## config.mk

```make
export PLATFORM = sky130hd
export DESIGN_NAME = sat_cnt_arbiter
export DESIGN_NICKNAME = d
export VERILOG_FILES = /design/src/rtl/sat_cnt_arbiter.sv
export SDC_FILE = /design/constraint.sdc
export NUM_CORES = 1
export LEC_CHECK = 0
export BUFFER_PORTS_ARGS = -buffer_cell sky130_fd_sc_hd__buf_2
export CAP_MARGIN = 20
export CELL_PAD_IN_SITES_DETAIL_PLACEMENT = 0
export CELL_PAD_IN_SITES_GLOBAL_PLACEMENT = 2
export CORE_MARGIN = 1
export CORE_UTILIZATION = 30
export DETAILED_ROUTE_END_ITERATION = 6
export PLACE_DENSITY_LB_ADDON = 0.1
export RECOVER_POWER = 50
export REMOVE_ABC_BUFFERS = 1
export SLEW_MARGIN = 20
export SYNTH_ARGS = -nofsm -noshare
export SYNTH_HDL_FRONTEND = slang
export SYNTH_SLANG_ARGS = --single-unit
```

## constraint.sdc

```tcl
create_clock -name i_clk -period 2.4 [get_ports i_clk]
set_input_delay 0.36 -clock i_clk [delete_from_list [all_inputs] [get_ports i_clk]]
set_output_delay 0.36 -clock i_clk [all_outputs]
set_load 0.1 [all_outputs]
```

## src/rtl/sat_cnt_arbiter.sv

```systemverilog
// rtl/sat_cnt_arbiter.sv - round-robin arbiter updating a shared saturating counter (SAT_CNT_ARBITER_WRAP_EN selects wrapping)
module sat_cnt_arbiter #(
    parameter int N_REQ = 4,
    parameter int WIDTH = 8
) (
    input  logic               i_clk,
    input  logic               i_rstn,
    input  logic [N_REQ-1:0]   i_req,
    input  logic [4*N_REQ-1:0] i_step,
    output logic [N_REQ-1:0]   o_gnt,
    output logic [N_REQ-1:0]   o_ack,
    output logic [WIDTH-1:0]   o_count,
    output logic               o_full,
    output logic               o_busy
);

    localparam int               IDX_W    = $clog2(N_REQ);
    localparam logic [WIDTH-1:0] CNT_MAX  = '1;
    localparam logic [IDX_W-1:0] LAST_RST = IDX_W'(N_REQ - 1);

    typedef enum logic [1:0] {
        ST_IDLE,
        ST_GRANT,
        ST_APPLY
    } state_t;

    state_t           state;
    logic [IDX_W-1:0] win_q;
    logic [IDX_W-1:0] last_q;
    logic [3:0]       step_q;

    logic [N_REQ-1:0] win_onehot;
    logic [N_REQ-1:0] req_cand;
    logic             arb_found;
    logic [IDX_W-1:0] arb_idx;
    logic [IDX_W-1:0] cand;
    logic [3:0]       arb_step;
    logic [WIDTH-1:0] count_next;

    assign win_onehot = N_REQ'(1) << win_q;

    // The requester being acked is excluded so a held request cannot win twice in a row
    assign req_cand = (state == ST_APPLY) ? (i_req & ~win_onehot) : i_req;

    // Round-robin search starting just after the last granted index
    always_comb begin
        arb_found = 1'b0;
        arb_idx   = '0;
        arb_step  = '0;
        cand      = '0;
        for (int i = 1; i <= N_REQ; i++) begin
            cand = IDX_W'((int'(last_q) + i) % N_REQ);
            if (!arb_found && req_cand[cand]) begin
                arb_found = 1'b1;
                arb_idx   = cand;
            end
        end
        for (int r = 0; r < N_REQ; r++) begin
            if (arb_idx == IDX_W'(r)) begin
                arb_step = i_step[4*r +: 4];
            end
        end
    end

`ifdef SAT_CNT_ARBITER_WRAP_EN
    // Modulo update: carry out of the top bit is simply dropped
    always_comb begin
        count_next = o_count + WIDTH'(step_q);
    end
`else
    logic [WIDTH:0] sum;

    // Sum at one extra bit so overflow is visible, then clamp to all-ones
    always_comb begin
        sum        = {1'b0, o_count} + (WIDTH+1)'(step_q);
        count_next = sum[WIDTH] ? CNT_MAX : sum[WIDTH-1:0];
    end
`endif

    // Control FSM with registered grant/ack/count/status outputs
    always_ff @(posedge i_clk) begin
        if (!i_rstn) begin
            state   <= ST_IDLE;
            win_q   <= '0;
            last_q  <= LAST_RST;
            step_q  <= '0;
            o_gnt   <= '0;
            o_ack   <= '0;
            o_count <= '0;
            o_full  <= 1'b0;
            o_busy  <= 1'b0;
        end else begin
            case (state)
                ST_IDLE: begin
                    o_ack <= '0;
                    if (arb_found) begin
                        state  <= ST_GRANT;
                        win_q  <= arb_idx;
                        last_q <= arb_idx;
                        step_q <= arb_step;
                        o_gnt  <= N_REQ'(1) << arb_idx;
                        o_busy <= 1'b1;
                    end
                end
                ST_GRANT: begin
                    state   <= ST_APPLY;
                    o_gnt   <= '0;
                    o_ack   <= win_onehot;
                    o_count <= count_next;
                    o_full  <= (count_next == CNT_MAX);
                end
                ST_APPLY: begin
                    o_ack <= '0;
                    if (arb_found) begin
                        state  <= ST_GRANT;
                        win_q  <= arb_idx;
                        last_q <= arb_idx;
                        step_q <= arb_step;
                        o_gnt  <= N_REQ'(1) << arb_idx;
                    end else begin
                        state  <= ST_IDLE;
                        o_busy <= 1'b0;
                    end
                end
                default: begin
                    state <= ST_IDLE;
                    o_gnt <= '0;
                    o_ack <= '0;
                end
            endcase
        end
    end

endmodule

```

==> reports/qor.yml, run 1 <==
status: "finished clean"
num_rows: 25
die_x_um: 73.80
cp-end-kind: "register"
dp_hpwl_um: 2853
power-per-cell-area_nw_per_um2: 649.7
period_share: 0.9258
r2r_cells: 7
fin_nets: 242
ys_ff_latch: 28
p_int_uw: 739.4
start_util: 0.3190
avgSynthCellArea_um2: 8.787
cts_tree: "done"
design_area_um2: 1832
required_ns: 2.55
core_area_um2: 4848
worstMarginPinSlew_ns: 1.171
setup.worst_path.start_class: "register"
power_leakage_uw: 0.0007605
regArea_um2: 560.5
grt_pass1_vias: 1377
io_pins: 40
hold_start: "i_step[6]"
grt_pass1_wl_um: 6306
yosysSeqAreaShare: 0.3625
crit_arrival_ns: 2.37
finalClockSkew_ns: 0.004386
pwr-share-seq: 0.461
wirelength_um: 3750
yosysWarnings: 0
fmax_mhz: 450.1
hold_class: "primary input to register"
final_cell_mix: "dfxtp_1, buf_2, clkbuf_1, nor2_1"
drv_slew: 0
synth_edf_count: 0
dieArea_um2: 5446
p_comb_frac: 0.326
p_clk_frac: 0.212
drive_above_1_share: 0.1549
place_area_um2: 1815
sw_frac_of_total: 0.3787
final_util: 0.3778
grt-ovfl-total: 0
clock_path_buffers: 2
port_buffers: 39
rsz0062_at_grt: "no"
cts-htree-levels: 1
r2r-start: "win_q[1]$_SDFFE_PN0P_"
synth.cell_area_um2: 1546
final_common_cell: "dfxtp_1"
hold_end: "step_q[2]$_SDFFE_PN0P_"
clock_latency_ns: 0.27
syn2layout_area_growth_pct: 18.45
wl_per_cell_um: 13.39
synth_cell_type_count: 51
postCtsHoldBufs: 0
dp_slack_ns: 0.1921
timing.final.ws_setup_ns: 0.1781
grt_max_degree: 19
finalSetupViolCount: 0
whs_path_depth: 3
cts_root_buf: "clkbuf_8"
clock-sinks: 28
hold_viol: 0
slew_headroom: 0.2230
grt_use_total: 0.1508
synthCells: 176
drtIter0Drc: 74
dp_cells: 277
place_congestion: 0.8283
multi_input_area_um2: 908.4
synthArstFlopShare: 0
p_total_uw: 1190
ant_nets: 0
viasPerCell: 5.050
cts_resized: 0
clk_pin_slew_ns: 0.09
r2r-end: "step_q[2]$_SDFFE_PN0P_"
fin_cells: 280
r2r_slack_ns: 0.18
die_h_um: 73.80
fillers: 530
drt-pass1-iter-count: 4
p_switching_uw: 450.7
worstSetupPathType: "register to register"
max-cap-violations: 0
cts-buffers-inserted: 3
vias: 1414
synthFlopType: "dfxtp_1"
diodes: 0
ir_drop_mv: 0.2776
path_max_fanout: 13
fin_crit_ns: 2.222
grt_antenna_before_repair: 0
postCtsSetupBuffers: 0
drc_errors: 0
-- state kept, by name, indices dropped and copies added, names as in the netlist --
register  flops
last_q        2
o_count       8
o_ack         4
o_busy        1
o_full        1
win_q         2
state         2
step_q        4
o_gnt         4
-- area by class of cell --
type	instances	area share
timing repair buffer	44	0.1134
clock buffer	3	0.02254
tap	67	0.04576
multi-input combinational	130	0.4959
inverter	8	0.01639
sequential	28	0.3060
-- metrics by stage --
stage | hold slack, ns | TNS, ns
floorplan | 0.4400 | -0.1286
global placement | 0.4669 | 0
detailed placement | 0.4803 | 0
CTS | 0.3867 | 0
global route | 0.4142 | 0
finish | 0.3878 | 0
-- power groups by stage --
| stage | sequential, µW | combinational (µW) | clock (µW) |
|---|---|---|---|
| 4_1_cts | 549 | 397 | 266 |
| 3_3_place_gp | 559 | 395 | 0 |
| 5_1_grt | 556 | 425 | 282 |
| 3_5_place_dp | 559 | 396 | 0 |
| 2_1_floorplan | 672 | 181 | 0 |
| 6_report | 549 | 388 | 252 |
-- how the worst max path moves through the flow --
stage                     cells after the start                    start  slack (ns)                endpoint
after floorplan                               8  o_count[0]$_SDFFE_PN0N_       -0.13     o_full$_SDFFE_PN0N_
after global placement                        7    win_q[1]$_SDFFE_PN0P_        0.25  step_q[0]$_SDFFE_PN0P_
after detailed placement                      7    win_q[1]$_SDFFE_PN0P_        0.19  step_q[2]$_SDFFE_PN0P_
after CTS                                     7    win_q[1]$_SDFFE_PN0P_        0.18  step_q[2]$_SDFFE_PN0P_
after global routing                          7    win_q[1]$_SDFFE_PN0P_        0.06  step_q[2]$_SDFFE_PN0P_
final                                         7    win_q[1]$_SDFFE_PN0P_        0.18  step_q[2]$_SDFFE_PN0P_
-- cell usage after synthesis, drive strengths merged (3+ instances only) --
cell type,count,area share
o21ai,12,0.039
nand2,11,0.027
inv,8,0.019
dfxtp,28,0.36
clkbuf,7,0.017
a211oi,3,0.023
a2bb2oi,3,0.021
nor3b,3,0.015
mux2i,10,0.065
a21o,3,0.015
a21oi,11,0.036
nand4,3,0.012
nor3,3,0.0097
a31oi,4,0.016
buf,3,0.014
nand3,7,0.023
nor2,15,0.036
ha,4,0.032
o221ai,4,0.023
-- metal layers --
metal / track usage / part of all wire / vias up
li1: - / - / 725
met4: 0.05128 / 0.010 / 0
met3: 0.02332 / 0.027 / 4
met5: 0 / 0 / -
met1: 0.1937 / 0.48 / 662
met2: 0.2559 / 0.48 / 23
-- kinds of logic after synthesis --
| group | count (synthesis) | synth area share |
|---|---|---|
| buffers and inverters | 18 | 0.05017 |
| AND/OR/NAND/NOR | 58 | 0.2071 |
| adder cells (fa/ha/maj) | 5 | 0.04531 |
| multiplexers | 11 | 0.07201 |
| flip-flops | 28 | 0.3625 |
| XOR/XNOR | 3 | 0.01699 |
| AO/OA/AOI/OAI | 53 | 0.2460 |
-- critical path, cell delays in order (launching register included) --
cell	delay, ns
dfxtp_1	0.45
or4b_4	0.60
a2bb2oi_2	0.15
nor2_1	0.08
a211oi_4	0.20
buf_4	0.25
mux2i_1	0.22
o221ai_1	0.14
(Power assumes the default switching activity.)
==> run 2, diff against run 1 <==
--- a/config.mk
+++ b/config.mk
@@ -10,7 +10,7 @@
 export CELL_PAD_IN_SITES_DETAIL_PLACEMENT = 0
 export CELL_PAD_IN_SITES_GLOBAL_PLACEMENT = 2
 export CORE_MARGIN = 1
-export CORE_UTILIZATION = 30
+export CORE_UTILIZATION = 27
 export DETAILED_ROUTE_END_ITERATION = 6
 export PLACE_DENSITY_LB_ADDON = 0.1
 export RECOVER_POWER = 50
==> constraint.sdc (replaced) <==
create_clock -name i_clk -period 1.89 [get_ports i_clk]
set_input_delay 0.2835 -clock i_clk [delete_from_list [all_inputs] [get_ports i_clk]]
set_output_delay 0.2835 -clock i_clk [all_outputs]
set_load 0.1 [all_outputs]
==> reports/qor.yml, run 2 (same netlist as run 1, synthesis figures left out) <==
status: "finished, violations left"
violations: "negative setup slack"
hold_end: "step_q[1]$_SDFFE_PN0P_"
fin_nets: 261  # +7.9%
grt_max_degree: 20  # +1
dp_slack_ns: -0.1468  # -0.3389 ns
dp_hpwl_um: 3293  # +15%
whs_path_depth: 3  # unchanged
finalClockSkew_ns: 0.004462  # +0.00007547 ns
final_cell_mix: "buf_2, dfxtp_1, buf_4, clkbuf_2, nor2_1"
viasPerCell: 4.967  # -1.6%
drtIter0Drc: 42  # -43%
clock-sinks: 28  # unchanged
port_buffers: 39  # unchanged
setup.worst_path.start_class: "register"
r2r-start: "win_q[0]$_SDFFE_PN0P_"
grt_antenna_before_repair: 0  # unchanged
finalSetupViolCount: 10  # +10
required_ns: 2.05  # -0.50 ns
crit_slowest_cell: "or4b_4"
timing.final.ws_setup_ns: -0.1297  # -0.3078 ns
power-per-cell-area_nw_per_um2: 799.5  # +23%
wirelength_um: 4257  # +14%
p_int_uw: 1064  # +44%
p_comb_frac: 0.372  # +0.046
ir_drop_mv: 0.3782  # +36%
diodes: 0  # unchanged
grt_pass1_vias: 1457  # +5.8%
die_x_um: 77.68  # +5.3%
cts_root_buf: "clkbuf_8"
final_common_cell: "buf_2"
start_util: 0.2808  # -0.03812
sw_frac_of_total: 0.3677  # -0.01101
cts-htree-levels: 1  # unchanged
worstSetupPathType: "register to register"
cts_tree: "done"
fin_crit_ns: 2.020  # -0.2022 ns
core_area_um2: 5507  # +14%
vias: 1515  # +7.1%
grt_pass1_wl_um: 6900  # +9.4%
drv_slew: 0  # unchanged
crit_arrival_ns: 2.17  # -0.20 ns
wl_per_cell_um: 13.96  # +4.2%
clock_latency_ns: 0.27  # about the same
postCtsHoldBufs: 0  # unchanged
path_max_fanout: 5  # -8
grt-ovfl-total: 0  # unchanged
fillers: 590  # +11%
hold_start: "i_step[1]"
ant_nets: 0  # unchanged
power_leakage_uw: 0.0009388  # +23%
clk_pin_slew_ns: 0.10  # about the same
cts-buffers-inserted: 3  # unchanged
largest-register: "o_count"
hold_viol: 0  # unchanged
path_cells: "or4b_4 > a2bb2oi_2 > nor2_2 > a211oi_4 > clkbuf_16 > mux2i_1 > o221ai_1"
r2r_cells: 7  # unchanged
pwr-share-seq: 0.406  # -0.055
final_util: 0.3822  # +0.004380
cpPeakStageDelay_ns: 0.55  # -0.05 ns
grt_use_total: 0.1435  # -0.007294
p_switching_uw: 618.7  # +37%
num_rows: 27  # +8.0%
drt-pass1-iter-count: 4  # unchanged
max-cap-violations: 0  # unchanged
r2r_slack_ns: -0.13  # -0.31 ns
fmax_mhz: 495.1  # +10%
drc_errors: 0  # unchanged
clock_path_buffers: 2  # unchanged
crit_start: "win_q[0]$_SDFFE_PN0P_"
path_buf_inv: 1  # unchanged
io_pins: 40  # unchanged
rsz0062_at_grt: "yes"
dieArea_um2: 6034  # +11%
hold_class: "primary input to register"
largest_reg_flops: 8  # unchanged
r2r-end: "step_q[0]$_SDFFE_PN0P_"
slew_headroom: 0.6375  # +0.4146
die_h_um: 77.68  # +5.3%
place_congestion: 0.8074  # -2.5%
cp-end-kind: "register"
syn2layout_area_growth_pct: 36.08
worstMarginPinSlew_ns: 0.5460  # -0.6245 ns
period_share: 1.069  # +0.1428
drive_above_1_share: 0.3820  # +0.2270
crit_family: "simple AND/OR/NAND/NOR gates"
p_clk_frac: 0.222  # +0.010
[run 2: cell types whose count changed in the layout (fill, tap and decap cells not counted), sizes merged]
cell | previous run | this run
buf | 26 | 48
clkbuf | 21 | 19
[run 2: what timing repair did]
item / in CTS / in global routing
gates cloned: 0 / 1
setup endpoints to repair: 11 / 16
gates resized for setup: 3 / 18
endpoints found under the hold margin: 0 / 0
pin swaps: 4 / 8
setup buffers: 1 / 0
[run 2: area by class of cell]
cell class / count / area (µm²) / share of cell area
multi-input cells: 130 / 962.2 / 0.4572
flip-flops and latches: 28 / 564.3 / 0.2681
repair buffers: 63 / 402.9 / 0.1914
well taps: 72 / 90.09 / 0.04281
clock buffers: 4 / 55.05 / 0.02616
inverters: 8 / 30.03 / 0.01427
[run 2: worst max-delay path by stage]
stage	cells past startpoint	endpoint
after global placement	7	step_q[2]$_SDFFE_PN0P_
after floorplan	8	o_full$_SDFFE_PN0N_
after detailed placement	8	o_full$_SDFFE_PN0N_
final	7	step_q[0]$_SDFFE_PN0P_
after global routing	7	step_q[0]$_SDFFE_PN0P_
after CTS	8	step_q[0]$_SDFFE_PN0P_
[run 2: tightest hold or removal path, delay by kind of cell]
kind | cells | cell delay (ns)
AO/OA/AOI/OAI | 1 | 0.13
buffers and inverters | 1 | 0.07
multiplexers | 1 | 0.05
[run 2: power groups by stage]
stage | clock network [µW] | registers, µW | logic (µW)
4_1_cts | 395 | 681 | 593
6_report | 373 | 683 | 626
3_3_place_gp | 0 | 691 | 580
2_1_floorplan | 0 | 854 | 230
5_1_grt | 422 | 692 | 674
3_5_place_dp | 0 | 694 | 586
[run 2: per-stage QoR]
| step | area [µm²] | TNS (ns) | hold slack (ns) | total power (µW) | cells |
|---|---|---|---|---|---|
| floorplan | 1499 | -5.489 | 0.3635 | 1084 | 166 |
| global placement | 1962 | -0.5338 | 0.4678 | 1272 | 299 |
| detailed placement | 1962 | -0.6871 | 0.4853 | 1279 | 299 |
| CTS | 2027 | -0.5922 | 0.2989 | 1669 | 304 |
| global route | 2105 | -1.738 | 0.3048 | 1788 | 305 |
| finish | 2105 | -0.6829 | 0.2933 | 1683 | 305 |
[run 2: routing by layer]
metal	global-route usage	wire length, µm	part of all wire
met3	0.01412	81	0.019
met2	0.2566	2220	0.52
met1	0.1815	1930	0.45
met4	0.03962	25	0.0059
met5	0	0	0
